==> config.mk <==
export PLATFORM = sky130hd
export DESIGN_NAME = interrupt_scheduler_mipi_flat
export DESIGN_NICKNAME = d
export VERILOG_FILES = /design/src/rtl/interrupt_scheduler_mipi_if.sv /design/src/rtl/interrupt_scheduler_mipi.sv /design/src/flat_wrapper.sv
export SDC_FILE = /design/constraint.sdc
export NUM_CORES = 1
export LEC_CHECK = 0
export CORE_MARGIN = 4
export CORE_UTILIZATION = 43
export CTS_CLUSTER_DIAMETER = 40
export CTS_CLUSTER_SIZE = 16
export DETAILED_ROUTE_END_ITERATION = 6
export DONT_BUFFER_PORTS = 1
export SYNTH_ARGS = -nofsm -noshare
export SYNTH_HDL_FRONTEND = slang
export SYNTH_SLANG_ARGS = --single-unit
==> constraint.sdc <==
create_clock -name sys_clk -period 1.8 [get_ports sys_clk]
set_input_delay 0.36 -clock sys_clk [delete_from_list [all_inputs] [get_ports sys_clk]]
set_output_delay 0.36 -clock sys_clk [all_outputs]
set_load 0.005 [all_outputs]
==> src/rtl/interrupt_scheduler_mipi_if.sv <==
// interrupt_scheduler_mipi_if: controller status/mask/clear and CPU vector handshake bundle
interface interrupt_scheduler_mipi_if #(
    parameter int NUM_SRC   = 8,
    parameter int VEC_WIDTH = 3
);
    logic                 sched_en;
    logic [NUM_SRC-1:0]   status;
    logic [NUM_SRC-1:0]   src_mask;
    logic                 irq_ack;
    logic                 irq_valid;
    logic [VEC_WIDTH-1:0] irq_vector;
    logic [NUM_SRC-1:0]   interrupt_clear;
    logic                 spurious;
    logic                 busy;
    logic [15:0]          served_cnt;
    logic                 timeout;
    modport slave (
        input  sched_en, status, src_mask, irq_ack,
        output irq_valid, irq_vector, interrupt_clear, spurious, busy, served_cnt, timeout
    );
    modport master (
        output sched_en, status, src_mask, irq_ack,
        input  irq_valid, irq_vector, interrupt_clear, spurious, busy, served_cnt, timeout
    );
endinterface

==> src/rtl/interrupt_scheduler_mipi.sv <==
// interrupt_scheduler_mipi: round-robin presentation of pending interrupts with ack, clear pulse and holdoff
// Optional ack timeout with forced clear enabled by INTERRUPT_SCHED_TIMEOUT_EN.
module interrupt_scheduler_mipi #(
    parameter int NUM_SRC   = 8,
    parameter int VEC_WIDTH = 3,
    parameter int HOLDOFF   = 4,
    parameter int TIMEOUT   = 1023
) (
    input logic sys_clk,
    input logic rst,
    interrupt_scheduler_mipi_if.slave bus
);
    typedef enum logic [2:0] {IDLE, ARB, PRESENT, CLEAR, HOLD} state_t;
    state_t               state;
    logic [VEC_WIDTH-1:0] rr_ptr;
    logic [VEC_WIDTH-1:0] pick;
    logic [3:0]           hold_cnt;
    logic [NUM_SRC-1:0]   pend;
    logic [NUM_SRC-1:0]   rot;
    if (HOLDOFF < 1 || HOLDOFF > 15 || TIMEOUT < 1 || TIMEOUT > 1023) begin : g_bad_cfg
        $error("interrupt_scheduler_mipi: HOLDOFF or TIMEOUT out of range");
    end
    assign pend = bus.status & bus.src_mask;
    assign rot  = NUM_SRC'({pend, pend} >> rr_ptr);
    assign bus.busy = state != IDLE;
    // rot[0] is the rr_ptr position, so the lowest set bit of rot is the round-robin winner
    always_comb begin
        pick = rr_ptr;
        for (int i = NUM_SRC - 1; i >= 0; i--)
            if (rot[i]) pick = (int'(rr_ptr) + i >= NUM_SRC) ? VEC_WIDTH'(int'(rr_ptr) + i - NUM_SRC)
                                                             : VEC_WIDTH'(int'(rr_ptr) + i);
    end
`ifdef INTERRUPT_SCHED_TIMEOUT_EN
    logic [9:0] tmo_cnt;
`else
    assign bus.timeout = 1'b0;
`endif
    always_ff @(posedge sys_clk) begin
        if (rst) begin
            state               <= IDLE;
            rr_ptr              <= '0;
            hold_cnt            <= '0;
            bus.irq_valid       <= 1'b0;
            bus.irq_vector      <= '0;
            bus.interrupt_clear <= '0;
            bus.spurious        <= 1'b0;
            bus.served_cnt      <= '0;
`ifdef INTERRUPT_SCHED_TIMEOUT_EN
            tmo_cnt             <= '0;
            bus.timeout         <= 1'b0;
`endif
        end else begin
            bus.interrupt_clear <= '0;
            bus.spurious        <= 1'b0;
            case (state)
                IDLE: if (bus.sched_en && |pend) state <= ARB;
                ARB: begin
                    state <= |pend ? PRESENT : IDLE;
                    if (|pend) bus.irq_vector <= pick;
`ifdef INTERRUPT_SCHED_TIMEOUT_EN
                    tmo_cnt <= '0;
`endif
                end
                PRESENT: begin
                    if (bus.irq_ack && bus.irq_valid) begin
                        state         <= CLEAR;
                        bus.irq_valid <= 1'b0;
                        if (bus.served_cnt != 16'hFFFF) bus.served_cnt <= bus.served_cnt + 16'd1;
                    end
`ifdef INTERRUPT_SCHED_TIMEOUT_EN
                    else if (bus.irq_valid && tmo_cnt == 10'(TIMEOUT - 1)) begin
                        state         <= CLEAR;
                        bus.irq_valid <= 1'b0;
                        bus.timeout   <= 1'b1;
                    end
`endif
                    else if (!bus.status[bus.irq_vector]) begin
                        state         <= IDLE;
                        bus.irq_valid <= 1'b0;
                        bus.spurious  <= 1'b1;
                    end else begin
                        bus.irq_valid <= 1'b1;
`ifdef INTERRUPT_SCHED_TIMEOUT_EN
                        tmo_cnt <= tmo_cnt + 10'(bus.irq_valid);
`endif
                    end
                end
                CLEAR: begin
                    state               <= HOLD;
                    bus.interrupt_clear <= NUM_SRC'(1) << bus.irq_vector;
                    rr_ptr              <= (bus.irq_vector == VEC_WIDTH'(NUM_SRC - 1)) ? '0 : bus.irq_vector + 1'b1;
                    hold_cnt            <= 4'(HOLDOFF - 1);
                end
                HOLD: begin
                    if (hold_cnt == '0) state <= IDLE;
                    else hold_cnt <= hold_cnt - 4'd1;
                end
                default: state <= IDLE;
            endcase
        end
    end
endmodule

==> src/flat_wrapper.sv <==
// flat-port wrapper written by rule: the top's interface ports become plain ports
module interrupt_scheduler_mipi_flat 
#(
    parameter int NUM_SRC   = 8,
    parameter int VEC_WIDTH = 3,
    parameter int HOLDOFF   = 4,
    parameter int TIMEOUT   = 1023
)
  (sys_clk, rst, bus_sched_en, bus_status, bus_src_mask, bus_irq_ack, bus_irq_valid, bus_irq_vector, bus_interrupt_clear, bus_spurious, bus_busy, bus_served_cnt, bus_timeout);
  interrupt_scheduler_mipi_if #(.NUM_SRC(NUM_SRC), .VEC_WIDTH(VEC_WIDTH)) bus_i ();
  input logic sys_clk;
  input logic rst;
  input wire logic [$bits(bus_i.sched_en)-1:0] bus_sched_en;
  input wire logic [$bits(bus_i.status)-1:0] bus_status;
  input wire logic [$bits(bus_i.src_mask)-1:0] bus_src_mask;
  input wire logic [$bits(bus_i.irq_ack)-1:0] bus_irq_ack;
  output wire logic [$bits(bus_i.irq_valid)-1:0] bus_irq_valid;
  output wire logic [$bits(bus_i.irq_vector)-1:0] bus_irq_vector;
  output wire logic [$bits(bus_i.interrupt_clear)-1:0] bus_interrupt_clear;
  output wire logic [$bits(bus_i.spurious)-1:0] bus_spurious;
  output wire logic [$bits(bus_i.busy)-1:0] bus_busy;
  output wire logic [$bits(bus_i.served_cnt)-1:0] bus_served_cnt;
  output wire logic [$bits(bus_i.timeout)-1:0] bus_timeout;
  assign bus_i.sched_en = bus_sched_en;
  assign bus_i.status = bus_status;
  assign bus_i.src_mask = bus_src_mask;
  assign bus_i.irq_ack = bus_irq_ack;
  assign bus_irq_valid = bus_i.irq_valid;
  assign bus_irq_vector = bus_i.irq_vector;
  assign bus_interrupt_clear = bus_i.interrupt_clear;
  assign bus_spurious = bus_i.spurious;
  assign bus_busy = bus_i.busy;
  assign bus_served_cnt = bus_i.served_cnt;
  assign bus_timeout = bus_i.timeout;
  interrupt_scheduler_mipi #(.NUM_SRC(NUM_SRC), .VEC_WIDTH(VEC_WIDTH), .HOLDOFF(HOLDOFF), .TIMEOUT(TIMEOUT)) u_core (.sys_clk(sys_clk), .rst(rst), .bus(bus_i));
endmodule
# Word level (Yosys, flattened, before mapping)
# Cells that the tools add are included.
dict set report totals {
  register_bits 39
  input_bits 20
  output_inout_bits 31
  wordCells 93
}
dict set report op_classes {
  add_sub_neg 18
  order_cmp 9
  n_eq_ne 10
  n_shift 2
  mux 30
  n_bitwise 3
  n_reduce_logical 13
}
# operator n
set ops {}
lappend ops {{two-way mux 3 bit} 21}
lappend ops {{>= comparator 4 bit, second input constant} 7}
lappend ops {{subtractor 3 x 1 -> 3 bit, second input constant} 8}
lappend ops {{adder 16 x 1 -> 16 bit, second input constant} 1}
lappend ops {{adder 3 x 3 -> 4 bit, second input constant} 4}
lappend ops {{!= test 16 bit, second input constant} 1}
lappend ops {{>> shifter 16 x 3 -> 8 bit} 1}
lappend ops {{one-hot mux 3 bit (5 select lines)} 1}
lappend ops {{adder 3 x 2 -> 4 bit, second input constant} 2}
lappend ops {{AND 8 bit} 1}
lappend ops {{one-hot mux 4 bit (2 select lines)} 1}
lappend ops {{OR reduction 8 bit} 1}
lappend ops {{<< shifter 1 x 3 -> 8 bit, first input constant} 1}
lappend ops {{equality test 3 x 2 -> 1 bit, second input constant} 2}
lappend ops {{equality test 3 bit, second input constant} 2}
lappend ops {{AND reduction 3 bit} 2}
lappend ops {{adder 3 x 1 -> 4 bit, second input constant} 1}
lappend ops {{>= comparator 3 x 4 -> 1 bit, second input constant} 1}
lappend ops {{logical NOT 4 bit} 1}
lappend ops {{< comparator 3 x 4 -> 1 bit, second input constant} 1}
lappend ops {{two-way mux 1 bit} 4}
lappend ops {{two-way mux 4 bit} 1}
lappend ops {{!= test 2 x 1 -> 1 bit, second input constant} 2}
lappend ops {{AND reduction 2 bit} 2}
lappend ops {{other kinds (14)} 16}

# Longest topological paths before layout
dict set report depth {
  depth_word 11
  mapped_depth 9
}

# Worst setup path before layout
# OpenSTA, ideal clock, no wires.
dict set report synth_timing {
  kind {flip-flop to flip-flop}
  from {reg u_core.rr_ptr[1]}
  to {reg u_core.bus.irq_vector[1]}
  setup_time_ns 0.084
  t_arrival_ns 1.854
  required_time_ns 1.716
  slack_ns -0.138
  path_stages_with_launch 8
  path_buffers 1
  period_less_slack_ns 1.938
  path_cell_list {dfxtp_1 -> buf_4 -> mux4_2 -> mux2i_1 -> a21oi_1 -> a21o_1 -> and4_1 -> o31ai_2}
}
dict set report synth_via {
  elab_chain_len 11
  elab_cells_between_ends 40
  cone_classes {add/sub: 15; order compare: 8; shift: 1; mux: 16}
}
# item line_no
set synth_rtl {}
lappend synth_rtl {{start: declaration} interrupt_scheduler_mipi.sv:15} ;# logic [VEC_WIDTH-1:0] rr_ptr;
lappend synth_rtl {{start signal: assignment} interrupt_scheduler_mipi.sv:91} ;# rr_ptr <= (bus.irq_vector == VEC_WIDTH'(NUM_SRC - 1)) ? '0 : bus.irq_vector + 1'b1;
lappend synth_rtl {{adder 3 x 3 -> 4 bit} interrupt_scheduler_mipi.sv:30} ;# if (rot[i]) pick = (int'(rr_ptr) + i >= NUM_SRC) ? VEC_WIDTH'(int'(rr_ptr) + i - NUM_SRC)
lappend synth_rtl {{>= comparator 4 bit / subtractor 3 x 1 -> 3 bit (equally long branches)} interrupt_scheduler_mipi.sv:30}
lappend synth_rtl {{two-way mux 3 bit (8 in a row)} interrupt_scheduler_mipi.sv:30}
lappend synth_rtl {{two-way mux 3 bit (*)} interrupt_scheduler_mipi.sv:30}
lappend synth_rtl {{end signal: assignment} interrupt_scheduler_mipi.sv:59} ;# if (|pend) bus.irq_vector <= pick;
lappend synth_rtl {{end: declaration} interrupt_scheduler_mipi_if.sv:19} ;# output irq_valid, irq_vector, interrupt_clear, spurious, busy, served_cnt, timeout
# Mark *: on every way between the ends. The rest lies on a longest branch, timed or not.
# A chain may end at the register's enable or synchronous reset.

# Final worst setup path
# Ends and elaborated chain as after synthesis.

==> flow_summary_export.csv <==
group,metric,value,unit
yosys,synth_cell_type_count,60,
timing,hold_viol,0,
routing,viasPerCell,5.67,
routing,post_drt_wl_per_cell,16.1,um
cts,cts.sinks,39,
yosys,synth_cells,294,
yosys,synthArstFlopShare,0,%
critical_path,worstPathMaxFanout,5,
cells_and_area,final_layout_size_suffix_gt1_share,33.0,%
timing,rsz0062_at_grt,"yes",
critical_path,cp-end-kind,"register",
global_route,grt_antenna_before_repair,0,
critical_path,worstSetupPathType,"register to register",
place,dpl.hpwl,5.03,mm
global_route,grt_overflow_total,0,
yosys,ys_top_cells_by_count,"dfxtp_1, nand2_1, nor2_1",
place,gp_congestion,0.836,
timing,setup_violations,5,
pwr,ir_drop,458,uV
pwr,p_per_area,552,nW/um^2
yosys,syn_nets,323,
timing,period_minus_slack,2.02,ns
cts,ctsLongestPathBuffers,2,
floorplanning,rows,27,
critical_path,worst-endpoint-required,2.01,ns
cts,cts_tree,"done",
yosys,yosys.area.top_type_share,30.9,%
timing,period_share,112,%
yosys,yosysMostFrequentCell,"dfxtp_1",
yosys,ys_ff_latch,39,
hold_path,min_path_type,"input pin to register",
status,outcome,"complete, but fails checks",
routing,first_pass_iters,4,
place,dp.cells,405,
hold_path,worstHoldStart,"rst",
cells_and_area,final_cells,423,
yosys,ys.flop_type,"dfxtp_1",
cts,numCtsBuffers,5,
global_route,track_usage,18.9,%
global_route,grt_pass1_wl,11.2,mm
routing,ant_nets,0,
status,violations,"negative setup slack",
place,dp_worst_setup_slack,-0.267,ns
pwr,power.total,1.80,mW
cts,cts_root_buf,"clkbuf_8",
floorplanning,die_w,84.7,um
yosys,syn_area,2530,sq um
yosys,synth.area.top_cells,"dfxtp_1, mux4_2, ha_1",
cells_and_area,area_delta_synth_final,29.3,%
yosys,yosysTopAreaCell,"dfxtp_1",
cts,htreeDepth,2,
run,cap_violations,0,
routing,vias,2399,
critical_path,reg2reg_slack,-0.22,ns
yosys,ys_seq_area_share,30.9,%
floorplanning,fp.dieArea,7170,sq um
yosys,avgSynthCellArea,8.60,sq um
critical_path,crit_start,"u_core.rr_ptr[1]",
yosys,synth-edff-count,0,
global_route,grt_max_degree,36,
yosys,yosys_warnings,0,
routing,route.detailed.drc,0,
critical_path,endpoint,"u_core.bus.irq_vector[1]",
pwr,leakage,1.25,nW
timing,fin_skew,0.00332,ns
cells_and_area,antennaDiodeCount,0,
floorplanning,io_pins,51,
cts,clk_pin_slew,0.07,ns
critical_path,critical_path_arrival,2.22,ns
critical_path,r2r-start,"u_core.rr_ptr[1]",
cells_and_area,multiInputGateArea,1770,sq um
floorplanning,chipHeight,84.7,um
critical_path,r2r_end,"u_core.bus.irq_vector[1]",
timing,max_clock_freq,495,MHz
critical_path,worstRegToRegCells,8,
timing,slew_violations,0,
global_route,grt_pass1_vias,2273,
cells_and_area,final_core_util,58.3,%
critical_path,startpoint_type,"register",
routing,drt-initial-drc-count,149,
routing,postRouteWirelength,6.81,mm
cells_and_area,layout.nets,379,
cells_and_area,seq_area,792,sq um
cells_and_area,nFillCells,531,
timing,holdWs,0.133,ns
place,io_buffers,0,
timing,setup_ws,-0.218,ns
floorplanning,initial_utilization,45.1,%
cts,clk_latency,0.29,ns
floorplanning,core-area,5610,sq um
## critical path, cell delays in order (launching register included)
cell	delay [ns]
dfxtp_4	0.37
buf_6	0.13
inv_4	0.06
mux4_2	0.57
mux2i_4	0.24
a21oi_2	0.08
a21o_1	0.15
and4_1	0.17
o31ai_2	0.16
## state kept, by name, summed over array words and instances, names as in the netlist
register	count
u_core.bus.served_cnt	16
u_core.bus.interrupt_clear	8
u_core.hold_cnt	4
u_core.bus.irq_vector	3
u_core.rr_ptr	3
u_core.state	3
u_core.bus.irq_valid	1
u_core.bus.spurious	1
## area by class of cell
cell class	count	area share, %
Timing Repair Buffer	62	14.8
Tap cell	72	2.76
Clock buffer	5	2.10
Sequential cell	39	24.2
Multi-Input combinational cell	229	54.1
Clock inverter	3	0.459
Inverter	13	1.57
## cell families after synthesis
family,share of synthesized area [%]
AND/OR/NAND/NOR,30.9
AO/OA/AOI/OAI,13.9
flip-flops,30.9
buffers and inverters,5.10
multiplexers,10.4
XOR/XNOR,4.16
adder cells (fa/ha/maj),4.45
other,0.148
## metrics by stage
stage	setup TNS (ns)	area, sq um
3_3_place_gp	-0.498	2940
6_report	-0.614	3270
5_1_grt	-1.13	3270
2_1_floorplan	-0.0679	2550
3_5_place_dp	-0.633	2940
4_1_cts	-0.407	3100
## power by group
| group | leakage [nW] | internal, mW | total, mW | switching (mW) |
|---|---|---|---|---|
| Combinational | 0.887 | 0.173 | 0.341 | 0.168 |
| Clock | 0.0477 | 0.265 | 0.565 | 0.300 |
| Sequential | 0.318 | 0.876 | 0.897 | 0.0214 |
## cells in the final DEF (no fill, tap or decap), types with 3 or more instances in the layout
master and instances:
buf_4 57, dfxtp_1 34, nand2_1 29, nor2_1 25, nor3_1 11, nand4_1 11, a21oi_1 11, inv_1 10
and2_1 10, ha_1 9, o21ai_0 8, nand3_1 7, xor2_1 7, nand4b_1 7, mux4_2 6, nand2b_1 6
xnor2_1 5, clkbuf_8 5, buf_6 5, mux2i_1 4, mux2i_4 4, a21oi_2 4, or3_4 3, nor3b_1 3
or3_1 3, nand4bb_1 3, a211oi_1 3, clkinv_2 3, dfxtp_2 3
## how the worst min path moves through the flow
stage	end	slack [ns]	depth (start not counted)
floorplan	u_core.state[0]	0.46	1
global placement	u_core.rr_ptr[1]	0.43	1
detailed placement	u_core.rr_ptr[1]	0.43	1
CTS	u_core.rr_ptr[1]	0.12	1
global route	u_core.bus.served_cnt[4]	0.11	1
finish	u_core.rr_ptr[0]	0.13	1
## what timing repair did
action | CTS | global route
pin swaps | 4 | 9
setup endpoints to repair | 8 | 17
hold buffers | 0 | 0
gates resized for setup | 12 | 30
setup buffers | 2 | 8
## metal layers
metal,track usage [%],vias up,part of all wire [%]
met5,0,-,0
met4,4.46,0,1.1
met3,4.61,11,6.6
met2,29.2,83,47
met1,26.5,1112,45
li1,-,1193,-
No activity file was read; power rests on OpenSTA's default activity.
